$ cat src/rtl/vga_pkg.sv
// Shared 640x480@60 timing constants and pixel types for the VGA raster
// generator and the blocks that consume its counters.
//   VGA_*       : default timing values (pixels / lines)
//   CNT_W/ROW_W : counter and row-address widths
//   rgb_t       : 12-bit {r,g,b} colour, 4 bits per channel
//   in_window() : true when pos lies in [start, start+len)
package vga_pkg;

  localparam int unsigned VGA_H_SYNC_END  = 95;
  localparam int unsigned VGA_H_ACT_START = 143;
  localparam int unsigned VGA_H_ACTIVE    = 640;
  localparam int unsigned VGA_H_TOTAL     = 800;
  localparam int unsigned VGA_V_SYNC_END  = 1;
  localparam int unsigned VGA_V_ACT_START = 35;
  localparam int unsigned VGA_V_ACTIVE    = 480;
  localparam int unsigned VGA_V_TOTAL     = 525;

  localparam int unsigned CNT_W = 10;
  localparam int unsigned ROW_W = 9;

  typedef struct packed {
    logic [3:0] r;
    logic [3:0] g;
    logic [3:0] b;
  } rgb_t;

  localparam rgb_t RGB_BLACK = '0;

  // Evaluated one bit wider so start+len cannot wrap.
  function automatic logic in_window(input logic [CNT_W-1:0] pos,
                                     input logic [CNT_W-1:0] start,
                                     input logic [CNT_W-1:0] len);
    logic [CNT_W:0] p, s, e;
    p = {1'b0, pos};
    s = {1'b0, start};
    e = s + {1'b0, len};
    return (p >= s) && (p < e);
  endfunction

endpackage

$ cat src/rtl/vga_timing_gen_if.sv
// Signal bundle between the VGA timing generator and its consumers
// (pixel overlay upstream of d_in, board VGA pins downstream).
//   master : timing generator side (drives counters, strobes, pins)
//   slave  : consumer side (supplies d_in, observes the rest)
interface vga_timing_gen_if;

  logic [11:0] d_in;
  logic [9:0]  h_count;
  logic [9:0]  v_count;
  logic        pix_stb;
  logic [8:0]  row_addr;
  logic [9:0]  col_addr;
  logic        rdn;
  logic        hs;
  logic        vs;
  logic [3:0]  r;
  logic [3:0]  g;
  logic [3:0]  b;
  logic        frame_start;

  modport master (
    input  d_in,
    output h_count, v_count, pix_stb, row_addr, col_addr,
    output rdn, hs, vs, r, g, b, frame_start
  );

  modport slave (
    output d_in,
    input  h_count, v_count, pix_stb, row_addr, col_addr,
    input  rdn, hs, vs, r, g, b, frame_start
  );

endinterface

$ cat src/rtl/vga_pix_stb.sv
// Pixel-clock enable: divides the system clock by CLK_DIV and produces a
// one-clock pix_stb on the last count of each period.
//   clk     : system clock
//   rst_n   : asynchronous active-low reset
//   pix_stb : high while div_cnt == CLK_DIV-1 (constantly high for CLK_DIV=1)
module vga_pix_stb #(
  parameter int unsigned CLK_DIV = 4
) (
  input  logic clk,
  input  logic rst_n,
  output logic pix_stb
);

  localparam int unsigned DW = (CLK_DIV > 1) ? $clog2(CLK_DIV) : 1;
  localparam logic [DW-1:0] DIV_LAST = DW'(CLK_DIV - 1);

  if (CLK_DIV < 1 || CLK_DIV > 16) begin : g_bad_div
    $error("vga_pix_stb: CLK_DIV must be in 1..16");
  end

  logic [DW-1:0] div_cnt_q;
  logic [DW-1:0] div_cnt_d;

  always_comb begin
    pix_stb = (div_cnt_q == DIV_LAST);
  end

  always_comb begin
    div_cnt_d = div_cnt_q + 1'b1;
    if (pix_stb) begin
      div_cnt_d = '0;
    end
  end

  always_ff @(posedge clk or negedge rst_n) begin
    if (!rst_n) begin
      div_cnt_q <= '0;
    end else begin
      div_cnt_q <= div_cnt_d;
    end
  end

endmodule

$ cat src/rtl/vga_timing_gen.sv
// 640x480@60 VGA raster timing generator.
// Counts pixels/lines on the divided pixel strobe, exposes the raw counters
// and active-window addresses to the overlay, and registers sync, blanking
// and colour into the VGA pins with one pixel of latency.
//   clk, rst_n      : system clock, asynchronous active-low reset
//   vga.d_in        : colour for the current h_count/v_count
//   vga.h_count/v_count, row_addr/col_addr : raster position
//   vga.pix_stb     : one-clock pixel strobe, counters advance on it
//   vga.frame_start : strobe on which counters wrap to (0,0)
//   vga.hs/vs/rdn/r/g/b : registered pin outputs (sync and rdn active low)
module vga_timing_gen
  import vga_pkg::*;
#(
  parameter int unsigned CLK_DIV     = 4,
  parameter int unsigned H_SYNC_END  = VGA_H_SYNC_END,
  parameter int unsigned H_ACT_START = VGA_H_ACT_START,
  parameter int unsigned H_ACTIVE    = VGA_H_ACTIVE,
  parameter int unsigned H_TOTAL     = VGA_H_TOTAL,
  parameter int unsigned V_SYNC_END  = VGA_V_SYNC_END,
  parameter int unsigned V_ACT_START = VGA_V_ACT_START,
  parameter int unsigned V_ACTIVE    = VGA_V_ACTIVE,
  parameter int unsigned V_TOTAL     = VGA_V_TOTAL
) (
  input  logic             clk,
  input  logic             rst_n,
  vga_timing_gen_if.master vga
);

  localparam logic [CNT_W-1:0] H_LAST      = CNT_W'(H_TOTAL - 1);
  localparam logic [CNT_W-1:0] V_LAST      = CNT_W'(V_TOTAL - 1);
  localparam logic [CNT_W-1:0] H_SYNC_LAST = CNT_W'(H_SYNC_END);
  localparam logic [CNT_W-1:0] V_SYNC_LAST = CNT_W'(V_SYNC_END);
  localparam logic [CNT_W-1:0] H_ACT_FIRST = CNT_W'(H_ACT_START);
  localparam logic [CNT_W-1:0] V_ACT_FIRST = CNT_W'(V_ACT_START);
  localparam logic [CNT_W-1:0] H_ACT_LEN   = CNT_W'(H_ACTIVE);
  localparam logic [CNT_W-1:0] V_ACT_LEN   = CNT_W'(V_ACTIVE);

  logic pix_stb;

  vga_pix_stb #(
    .CLK_DIV (CLK_DIV)
  ) u_pix_stb (
    .clk     (clk),
    .rst_n   (rst_n),
    .pix_stb (pix_stb)
  );

  logic [CNT_W-1:0] h_count_q, h_count_d;
  logic [CNT_W-1:0] v_count_q, v_count_d;
  logic             hs_q, hs_d;
  logic             vs_q, vs_d;
  logic             rdn_q, rdn_d;
  rgb_t             rgb_q, rgb_d;
  logic             h_wrap;
  logic             v_wrap;
  logic             active;

  always_comb begin
    h_wrap = (h_count_q == H_LAST);
    v_wrap = (v_count_q == V_LAST);
    active = in_window(h_count_q, H_ACT_FIRST, H_ACT_LEN) &&
             in_window(v_count_q, V_ACT_FIRST, V_ACT_LEN);
  end

  // Pin outputs describe the pixel at the counters before this strobe.
  always_comb begin
    h_count_d = h_count_q;
    v_count_d = v_count_q;
    hs_d      = hs_q;
    vs_d      = vs_q;
    rdn_d     = rdn_q;
    rgb_d     = rgb_q;
    if (pix_stb) begin
      h_count_d = h_wrap ? '0 : h_count_q + 1'b1;
      if (h_wrap) begin
        v_count_d = v_wrap ? '0 : v_count_q + 1'b1;
      end
      hs_d  = ~(h_count_q <= H_SYNC_LAST);
      vs_d  = ~(v_count_q <= V_SYNC_LAST);
      rdn_d = ~active;
      rgb_d = active ? rgb_t'(vga.d_in) : RGB_BLACK;
    end
  end

  always_ff @(posedge clk or negedge rst_n) begin
    if (!rst_n) begin
      h_count_q <= '0;
      v_count_q <= '0;
      hs_q      <= 1'b1;
      vs_q      <= 1'b1;
      rdn_q     <= 1'b1;
      rgb_q     <= RGB_BLACK;
    end else begin
      h_count_q <= h_count_d;
      v_count_q <= v_count_d;
      hs_q      <= hs_d;
      vs_q      <= vs_d;
      rdn_q     <= rdn_d;
      rgb_q     <= rgb_d;
    end
  end

  assign vga.h_count     = h_count_q;
  assign vga.v_count     = v_count_q;
  assign vga.pix_stb     = pix_stb;
  assign vga.col_addr    = h_count_q - H_ACT_FIRST;
  assign vga.row_addr    = ROW_W'(v_count_q - V_ACT_FIRST);
  assign vga.frame_start = pix_stb & h_wrap & v_wrap;
  assign vga.hs          = hs_q;
  assign vga.vs          = vs_q;
  assign vga.rdn         = rdn_q;
  assign vga.r           = rgb_q.r;
  assign vga.g           = rgb_q.g;
  assign vga.b           = rgb_q.b;

endmodule

$ cat src/flat_wrapper.sv
// flat-port wrapper written by rule: the top's interface ports become plain ports
module vga_timing_gen_flat import vga_pkg::*;
#(
  parameter int unsigned CLK_DIV     = 4,
  parameter int unsigned H_SYNC_END  = VGA_H_SYNC_END,
  parameter int unsigned H_ACT_START = VGA_H_ACT_START,
  parameter int unsigned H_ACTIVE    = VGA_H_ACTIVE,
  parameter int unsigned H_TOTAL     = VGA_H_TOTAL,
  parameter int unsigned V_SYNC_END  = VGA_V_SYNC_END,
  parameter int unsigned V_ACT_START = VGA_V_ACT_START,
  parameter int unsigned V_ACTIVE    = VGA_V_ACTIVE,
  parameter int unsigned V_TOTAL     = VGA_V_TOTAL
)
  (clk, rst_n, vga_d_in, vga_h_count, vga_v_count, vga_pix_stb, vga_row_addr, vga_col_addr, vga_rdn, vga_hs, vga_vs, vga_r, vga_g, vga_b, vga_frame_start);
  vga_timing_gen_if vga_i ();
  input  logic clk;
  input  logic rst_n;
  input wire logic [$bits(vga_i.d_in)-1:0] vga_d_in;
  output wire logic [$bits(vga_i.h_count)-1:0] vga_h_count;
  output wire logic [$bits(vga_i.v_count)-1:0] vga_v_count;
  output wire logic [$bits(vga_i.pix_stb)-1:0] vga_pix_stb;
  output wire logic [$bits(vga_i.row_addr)-1:0] vga_row_addr;
  output wire logic [$bits(vga_i.col_addr)-1:0] vga_col_addr;
  output wire logic [$bits(vga_i.rdn)-1:0] vga_rdn;
  output wire logic [$bits(vga_i.hs)-1:0] vga_hs;
  output wire logic [$bits(vga_i.vs)-1:0] vga_vs;
  output wire logic [$bits(vga_i.r)-1:0] vga_r;
  output wire logic [$bits(vga_i.g)-1:0] vga_g;
  output wire logic [$bits(vga_i.b)-1:0] vga_b;
  output wire logic [$bits(vga_i.frame_start)-1:0] vga_frame_start;
  assign vga_i.d_in = vga_d_in;
  assign vga_h_count = vga_i.h_count;
  assign vga_v_count = vga_i.v_count;
  assign vga_pix_stb = vga_i.pix_stb;
  assign vga_row_addr = vga_i.row_addr;
  assign vga_col_addr = vga_i.col_addr;
  assign vga_rdn = vga_i.rdn;
  assign vga_hs = vga_i.hs;
  assign vga_vs = vga_i.vs;
  assign vga_r = vga_i.r;
  assign vga_g = vga_i.g;
  assign vga_b = vga_i.b;
  assign vga_frame_start = vga_i.frame_start;
  vga_timing_gen #(.CLK_DIV(CLK_DIV), .H_SYNC_END(H_SYNC_END), .H_ACT_START(H_ACT_START), .H_ACTIVE(H_ACTIVE), .H_TOTAL(H_TOTAL), .V_SYNC_END(V_SYNC_END), .V_ACT_START(V_ACT_START), .V_ACTIVE(V_ACTIVE), .V_TOTAL(V_TOTAL)) u_core (.clk(clk), .rst_n(rst_n), .vga(vga_i));
endmodule
$ cat config.mk
export PLATFORM = sky130hd
export DESIGN_NAME = vga_timing_gen_flat
export DESIGN_NICKNAME = d
export VERILOG_FILES = /design/src/rtl/vga_pkg.sv /design/src/rtl/vga_timing_gen_if.sv /design/src/rtl/vga_pix_stb.sv /design/src/rtl/vga_timing_gen.sv /design/src/flat_wrapper.sv
export SDC_FILE = /design/constraint.sdc
export NUM_CORES = 1
export LEC_CHECK = 0
export CAP_MARGIN = 20
export CELL_PAD_IN_SITES_DETAIL_PLACEMENT = 1
export CELL_PAD_IN_SITES_GLOBAL_PLACEMENT = 2
export CORE_MARGIN = 2
export CORE_UTILIZATION = 25
export DETAILED_ROUTE_END_ITERATION = 8
export PLACE_DENSITY_LB_ADDON = 0.1
export SYNTH_ARGS = -nofsm -noshare
export SYNTH_HDL_FRONTEND = slang
export SYNTH_SLANG_ARGS = --single-unit
$ cat constraint.sdc
create_clock -name clk -period 1.9 [get_ports clk]
set_input_delay 0.285 -clock clk [delete_from_list [all_inputs] [get_ports clk]]
set_output_delay 0.285 -clock clk [all_outputs]
set_load 0.01 [all_outputs]
Word level (Yosys, flattened, before mapping) --
Index checks and enable logic that the tools add are counted.
Word-level totals: bits in registers 37, bits in latches 0, memory bits (writable) 0, bits in read-only memories 0, bits of input ports 14, output and inout port bits 56, word-level logic and storage cells 36, memories kept 0
Cells by class: add/subtract/negate cells 5, $mul 0, div/mod/pow operators 0, order comparisons 6, eq/ne operators 3, shift operators 0, muxes and demuxes 4, bitwise gates (word level) 5, reductions and logical operators 4
Operator list (count):
- $add 10x1->10 const B | 2
- $eq 10x10->1 const B | 2
- $lt 10x10->1 const B | 2
- $mux 10 | 2
- $mux 12 | 1
- $ge 10x6->1 const B | 1
- $ge 10x8->1 const B | 1
- $le 10x1->1 const B | 1
- $le 10x7->1 const B | 1
- $sub 10x8->10 const B | 1
- $sub 9x6->9 const B | 1
- $logic_and 1x1->1 | 3
- $not 1->1 | 3
- $add 2x1->2 const B | 1
- $and 1x1->1 | 2
- $eq 2x2->1 const B | 1
- $mux 2 | 1
- $reduce_and 2->1 | 1

Logic depth before layout (Yosys ltp) --
Gate-level depths: netlist of run 1.
depth in word-level cells 4, mapped depth 7, mapped depth without buffers 5

Modules after synthesis --
A second synthesis of run 1 with hierarchy kept.
Unflattened totals: cells, all modules 197, area, all modules 2083.2 sq um
By module, submodules not included:
- vga_timing_gen | times used 1, cells each 193, area each 2016.9 sq um, seq. area each 879.6 sq um
- vga_pix_stb | times used 1, cells each 4, area each 66.3 sq um, seq. area each 50.0 sq um

Least setup slack after synthesis of run 1 --
No wires, ideal clock.
kind reg-to-reg, from reg u_core.h_count_q[0], in the netlist u_core.vga.h_count[0], to reg u_core.rgb_q (netlist bit u_core.vga.b[0]), setup time 0.096 ns, arrival 1.903 ns, data required time 1.804 ns, slack -0.099 ns, stages on the path, launching flop included 7, buffers on the path 1, clock period less this slack 1.999 ns, path through dfrtp_1 ha_1 a311o_1 o31ai_4 o2111ai_2 buf_6 o32ai_2
Between the ends: cells in the longest elaborated chain, start to end 4, elaborated cells between the ends (all ways) 5, classes of those cells order compare: 2; mux: 1; reduce/logical: 2
RTL lines:
- start: declaration | RTL line vga_timing_gen.sv:48 | logic [CNT_W-1:0] h_count_q, h_count_d;
- start signal: assignment | RTL line vga_timing_gen.sv:94 | h_count_q <= h_count_d;
- $ge 10x8->1 / $lt 10x10->1 (equally long branches) | RTL line vga_pkg.sv:37 | return (p >= s) && (p < e);
- $logic_and 1x1->1 * | RTL line vga_pkg.sv:37
- $logic_and 1x1->1 * | RTL line vga_timing_gen.sv:61 | active = in_window(h_count_q, H_ACT_FIRST, H_ACT_LEN) &&
- $mux 12 * | RTL line vga_timing_gen.sv:81 | rgb_d = active ? rgb_t'(vga.d_in) : RGB_BLACK;
- end signal: assignment | RTL line vga_timing_gen.sv:99 | rgb_q <= rgb_d;
- end: declaration | RTL line vga_timing_gen.sv:53 | rgb_t rgb_q, rgb_d;
Mark *: on every way between the ends. The rest lies on a longest branch, timed or not. A chain may end at the register's enable or synchronous reset.

Worst setup path in the final report of run 1 --
from reg u_core.h_count_q[0], in the netlist u_core.vga.h_count[0], to out vga_col_addr[9]
Between the ends: cells in the longest elaborated chain, start to end 1
RTL lines:
- $sub 10x8->10 | RTL line vga_timing_gen.sv:106 | assign vga.col_addr = h_count_q - H_ACT_FIRST;
- end: declaration | RTL line flat_wrapper.sv:23 | output wire logic [$bits(vga_i.col_addr)-1:0] vga_col_addr;
Every way passes these cells.

==> reports/metrics.yaml, run 1 <==
status:
  outcome: "finished, violations left"
  violations: "setup timing"
critical_path:
  path_cells: "and4_4 -> or4_4 -> a21oi_4 -> xor2_1 -> buf_2"
  worst-path-buf-inv: 1
  critPathLaunchType: "flop"
  crit_path_end_kind: "primary output"
  path_class: "reg -> out"
  slowest_delay_ns: 0.44
  cp_top_family: "simple AND/OR/NAND/NOR gates"
  required_ns: 1.62
  cp.arrival_ns: 1.79
  path_max_fanout: 3
  cp_slowest_cell: "dfrtp_2"
pwr:
  max-vdd-ir-drop_v: 0.000195
  power_leakage_nw: 1.66
  power_mw: 1.41
  power_density_mw_per_mm2: 372
synthesis:
  syn_nets: 239
  synth-edff-count: 0
  yosys_most_used_dff: "dfrtp_1"
  syn-cell-area_mm2: 0.00222
  ys_ff_latch: 37
  synthCells: 219
  synth.avg_cell_area_um2: 10.1
  synth_cell_types: 47
  yosys_warnings: 0
  synth-async-reset-ratio_pct: 100
  ys_seq_area_share_pct: 41.9
global_routing:
  grt_pass1_vias: 2280
  overflow: 0
  grt_max_degree: 38
  grt_usage_pct: 15.4
  antenna_found_initial: 0
  grt_pass1_wl_um: 12000
clock_network:
  htreeDepth: 2
  hold_buffers: 0
  cts_root_buf: "clkbuf_8"
  clockBufferDepth: 2
  clock_sinks: 37
  clock_latency_ns: 0.29
  clk_pin_slew_worst_paths_ns: 0.07
  numCtsBuffers: 5
  cts_tree: "done"
floorplan:
  start_util_pct: 25.5
  num_io_pins: 70
  row_count: 34
  dieArea_mm2: 0.00964
  core_area_mm2: 0.00868
  die_h_um: 98.2
  die_x_um: 98.2
place:
  place_congestion: 0.741
  dpl.hpwl_um: 4960
  port-buffer-count: 69
finish:
  fillers: 991
  drive_above_1_share_pct: 38.2
  final-seq-area_um2: 931
  nets: 367
  area_growth_pct: 71.6
  utilization_pct: 43.8
  diodes: 0
  multiInputGateArea_mm2: 0.00124
timing:
  fin_skew_ns: 0.00378
  slew_headroom_pct: 66.5
  max_freq_mhz: 483
  finalSetupViolCount: 20
  drv_slew: 0
  hold_viol: 0
  min_period_over_period_pct: 109
  tightest_slew_ns: 0.503
  finalCriticalPeriod_ns: 2.07
  grt_setup_unrepaired: "true"
  layout_setup_ws_ns: -0.171
route:
  ant_nets: 0
  num_vias: 2085
  drt-initial-drc-count: 44
  viasPerCell: 4.57
  first_pass_iters: 4
  wire_per_inst_um: 15.7
  drt-total-wl_um: 7160
  drcViolationCount: 0
flow_run:
  drv_cap: 0
min_path:
  min_path_type: "in -> async"
==> layout by cell type (no fill, tap or decap), types with 4 or more instances in the layout <==
| cell type | n |
|---|---|
| dlygate4sd2_1 | 6 |
| dfrtp_1 | 33 |
| o32ai_2 | 10 |
| clkdlybuf4s50_1 | 49 |
| buf_2 | 10 |
| inv_1 | 29 |
| nand4_1 | 9 |
| nand3_1 | 9 |
| nor2_1 | 13 |
| buf_6 | 13 |
| and3_1 | 4 |
| xor2_1 | 16 |
| nand2_1 | 6 |
| o21ai_1 | 4 |
| buf_4 | 51 |
| clkbuf_8 | 6 |
| xnor2_1 | 8 |
==> registers in the layout, indices dropped and copies added (netlist names) <==
name,cells
u_core.vga.h_count,10
u_core.vga.v_count,10
u_core.vga.b,4
u_core.vga.g,4
u_core.vga.r,4
u_core.u_pix_stb.div_cnt_q,2
u_core.vga.hs,1
u_core.vga.rdn,1
u_core.vga.vs,1
==> layer usage <==
layer  vias to the layer above  GRT usage (%)  part of all wire [%]
met3                         6           2.93                   3.2
met4                         0           3.48                   1.1
met5                         -              0                     0
met2                        42           26.7                    50
li1                       1016              -                     -
met1                      1021           20.1                    46
==> power breakdown <==
part           internal (mW)  switching, mW  total (mW)
Combinational         0.0252         0.0263      0.0515
Clock                  0.296          0.279       0.575
Sequential             0.787              0       0.787
Total                   1.11          0.305        1.41
==> layout make-up <==
class / instances / share of cell area (%)
Tap cell: 108 / 3.55
Timing Repair Buffer: 139 / 33.8
Clock buffer: 8 / 2.37
Sequential cell: 37 / 24.5
Inverter: 31 / 3.12
Multi-Input combinational cell: 133 / 32.6
==> synthesized netlist by cell type, types with 2 or more instances <==
cell type | instances | area [um2]
o21ai_1 | 4 | 20.0
xor2_1 | 16 | 140
a21oi_1 | 5 | 25.0
dfrtp_1 | 34 | 851
o32ai_1 | 3 | 26.3
buf_6 | 4 | 45.0
nor3_1 | 4 | 20.0
ha_1 | 6 | 75.1
buf_2 | 8 | 40.0
nand4_1 | 9 | 56.3
o32ai_2 | 9 | 146
o21ai_0 | 4 | 20.0
mux2i_1 | 2 | 20.0
xnor2_1 | 9 | 78.8
dfstp_2 | 3 | 78.8
and4_1 | 4 | 35.0
nand3_1 | 10 | 50.1
nor2_1 | 14 | 52.6
and3_1 | 4 | 25.0
clkbuf_1 | 2 | 7.51
inv_1 | 31 | 116
nand2_1 | 6 | 22.5
buf_4 | 2 | 15.0
buf_1 | 2 | 7.51
a31o_2 | 2 | 17.5
==> worst reg2reg max path, stage by stage (launching register included) <==
cell	delay, ns
dfrtp_1	0.43
ha_4	0.18
a311o_1	0.29
buf_6	0.14
o31ai_4	0.20
o2111ai_4	0.17
buf_12	0.17
buf_16	0.13
o32ai_2	0.24
==> stage by stage <==
stage	instance area [um2]	hold slack, ns	TNS (ns)	cells	setup slack (ns)
floorplan	2220	-0.0106	0	219	0.000945
global placement	3350	0.376	-2.38	431	-0.325
detailed placement	3350	0.379	-2.99	431	-0.335
CTS	3720	0.0638	-2.88	451	-0.217
global route	3800	0.0939	-3.92	456	-0.275
finish	3800	0.0474	-1.83	456	-0.171
==> path summary, 6_finish.rpt <==
path	start	end	slack, ns	cells past startpoint
min	rst_n	u_core.vga.h_count[1]	0.05	2
max in group asynchronous	rst_n	u_core.vga.hs	1.49	2
max reg2reg	u_core.vga.h_count[1]	u_core.vga.g[2]	-0.12	8
min in group clk	u_core.u_pix_stb.div_cnt_q[0]	u_core.u_pix_stb.div_cnt_q[0]	0.44	1
max	u_core.vga.h_count[0]	vga_col_addr[9]	-0.17	5
min reg2reg	u_core.u_pix_stb.div_cnt_q[0]	u_core.u_pix_stb.div_cnt_q[0]	0.44	1
==> what timing repair did <==
action	4_1_cts	5_1_grt
buffers inserted	11	6
setup endpoints to repair	32	34
gates cloned	2	0
gates resized for setup	86	23
pin swaps	21	15
==> cell families after synthesis <==
kind of cell / after synthesis / share of synthesized area, %
simple gates: 60 / 15.9
buf+inv: 49 / 10.4
compound gates: 40 / 17.6
flops: 37 / 41.9
xor+xnor: 25 / 9.88
fa+ha+maj: 6 / 3.39
mux: 2 / 0.903
(Power assumes the default switching activity.)
==> inputs of run 2 (changes only) <==
==> constraint.sdc (replaced) <==
create_clock -name clk -period 1.9 [get_ports clk]
set_input_delay 0.285 -clock clk [delete_from_list [all_inputs] [get_ports clk]]
set_output_delay 0.285 -clock clk [all_outputs]
set_load 0.05 [all_outputs]
==> run 2 against run 1 <==
Effect of this change: register-to-register slack worse by 0.08 ns; setup slack worse by 0.13 ns; highest routed layer unchanged; largest power group unchanged; critical path depth up 1; the flow still finishes with violations (setup timing); design area up 10%; clock skew up 0.0058 ns; non-clock buffer count down 10; via count up 0.67%; critical endpoint is now vga_col_addr[8]; sequential share of layout area down 1.8 points; die area unchanged; combinational power up 13%; power up 12%.
==> reports/metrics.yaml, run 2 (synthesis gave the netlist of run 1 again) <==
finish:
  drive_above_1_share_pct: 55.9
  diodes: 0
  area_growth_pct: 89.3
  mostFrequentLayoutCell: "buf_4"
  layout_common_cells: "buf_4, inv_1, clkdlybuf4s50_1"
  utilization_pct: 48.4
  finalNonFillerCells: 446
  nets: 357
route:
  drcViolationCount: 0
  ant_nets: 0
  num_vias: 2099
  viasPerCell: 4.71
  first_pass_iters: 4
  drt-total-wl_um: 7240
  wire_per_inst_um: 16.2
  drt-initial-drc-count: 52
floorplan:
  die_h_um: 98.2
  dieArea_mm2: 0.00964
  row_count: 34
  core_area_mm2: 0.00868
  start_util_pct: 25.5
  die_x_um: 98.2
  num_io_pins: 70
global_routing:
  grt_max_degree: 30
  grt_pass1_vias: 2273
  antenna_found_initial: 0
  grt_usage_pct: 15.8
  overflow: 0
  grt_pass1_wl_um: 12200
clock_network:
  htreeDepth: 2
  cts_root_buf: "clkbuf_8"
  numCtsBuffers: 5
  clockBufferDepth: 2
  clock_latency_ns: 0.30
  clock_sinks: 37
  clk_pin_slew_worst_paths_ns: 0.08
  cts_tree: "done"
critical_path:
  reg2reg_depth: 7
  timing.rr.start: "u_core.vga.h_count[1]"
  path_max_fanout: 3
  cp-endpoint: "vga_col_addr[8]"
  timing.rr.end: "u_core.vga.r[2]"
  cp.arrival_ns: 1.91
  crit_start: "u_core.vga.h_count[1]"
  path_class: "reg -> out"
  required_ns: 1.62
  crit_path_end_kind: "primary output"
  r2r_slack_ns: -0.20
  critPathLaunchType: "flop"
timing:
  tightest_slew_ns: 0.547
  slew_headroom_pct: 63.4
  grt_setup_unrepaired: "true"
  finalSetupViolCount: 21
  hold_viol: 0
  max_freq_mhz: 455
  layout_setup_ws_ns: -0.296
  finalCriticalPeriod_ns: 2.20
  min_period_over_period_pct: 116
  fin_skew_ns: 0.00955
  drv_slew: 0
  hold_ws_ns: 0.388
min_path:
  min_path_type: "in -> async"
place:
  post-place-ws_ns: -0.0978
  port-buffer-count: 69
  dp_cells: 415
  place_congestion: 0.728
  dpl.hpwl_um: 5260
pwr:
  power_mw: 1.58
  max-vdd-ir-drop_v: 0.000247
  power_density_mw_per_mm2: 377
  power_leakage_nw: 1.78
status:
  violations: "setup timing"
  outcome: "finished, violations left"
flow_run:
  drv_cap: 0
==> run 2: cell types whose count changed in the layout (fill, tap and decap cells not counted), sizes merged <==
cell / delta
inv: -1
clkdlybuf4s50: -25
bufinv: +1
buf: +22
dlygate4sd2: -5
clkinvlp: +2
clkbuf: -4
dlygate4sd3: +1
bufbuf: -1
==> run 2: worst max-delay path, stage by stage (launching register included) <==
cell	delay, ns
dfrtp_2	0.44
ha_4	0.16
a311o_2	0.35
buf_12	0.14
o21a_4	0.22
xnor2_4	0.16
buf_12	0.15
==> run 2: how the worst min path moves through the flow <==
stage | startpoint | to | slack, ns
after floorplan | rst_n | u_core.u_pix_stb.div_cnt_q[0] | -0.01
after global placement | rst_n | u_core.vga.v_count[5] | 0.18
after detailed placement | rst_n | u_core.vga.v_count[5] | 0.17
after CTS | rst_n | u_core.vga.v_count[5] | 0.40
after global routing | rst_n | u_core.vga.v_count[5] | 0.40
final | rst_n | u_core.vga.v_count[0] | 0.39
==> run 2: power by group <==
group	switching [mW]	internal [mW]	leakage, nW
clock	0.309	0.427	0.0574
sequential	0	0.787	0.464
combinational	0.0301	0.0279	1.26
total	0.339	1.24	1.78
==> run 2: final cells by class <==
type | instances | area (um2)
clock inverter | 2 | 37.5
tap | 108 | 135
timing repair buffer | 129 | 1350
sequential | 37 | 952
inverter | 31 | 120
clock buffer | 6 | 82.6
multi-input combinational | 133 | 1520
fill | 931 | 4480
==> run 2: per-stage QoR <==
stage	TNS (ns)	area, um2
after CTS	-4.55	4030
after detailed placement	-0.760	3660
after floorplan	-3.07	2540
final	-3.19	4200
after global routing	-4.83	4200
after global placement	-0.444	3660
==> run 2: timing repair <==
| item | 4_1_cts | 5_1_grt |
|---|---|---|
| endpoints found under the hold margin | 7 | 0 |
| endpoints found under the setup margin | 22 | 30 |
| setup buffers | 15 | 8 |
| hold buffers | 1 | 0 |
| gates resized for setup | 19 | 20 |
| pin swaps | 14 | 20 |
| gates cloned | 1 | 0 |
==> run 2: layer usage <==
layer / share of wire (%) / vias to the layer above / global-route usage, %
met2: 51 / 43 / 26.9
met4: 0.94 / 0 / 3.79
met3: 3.8 / 8 / 3.22
met1: 44 / 1056 / 20.8
met5: 0 / - / 0
li1: - / 992 / -
==> inputs of run 3 (changes only) <==
- GPL_ROUTABILITY_DRIVEN: unset -> 0
==> results of run 3 <==
Same layout as run 2: the final DEF is identical, and so are final timing and power.
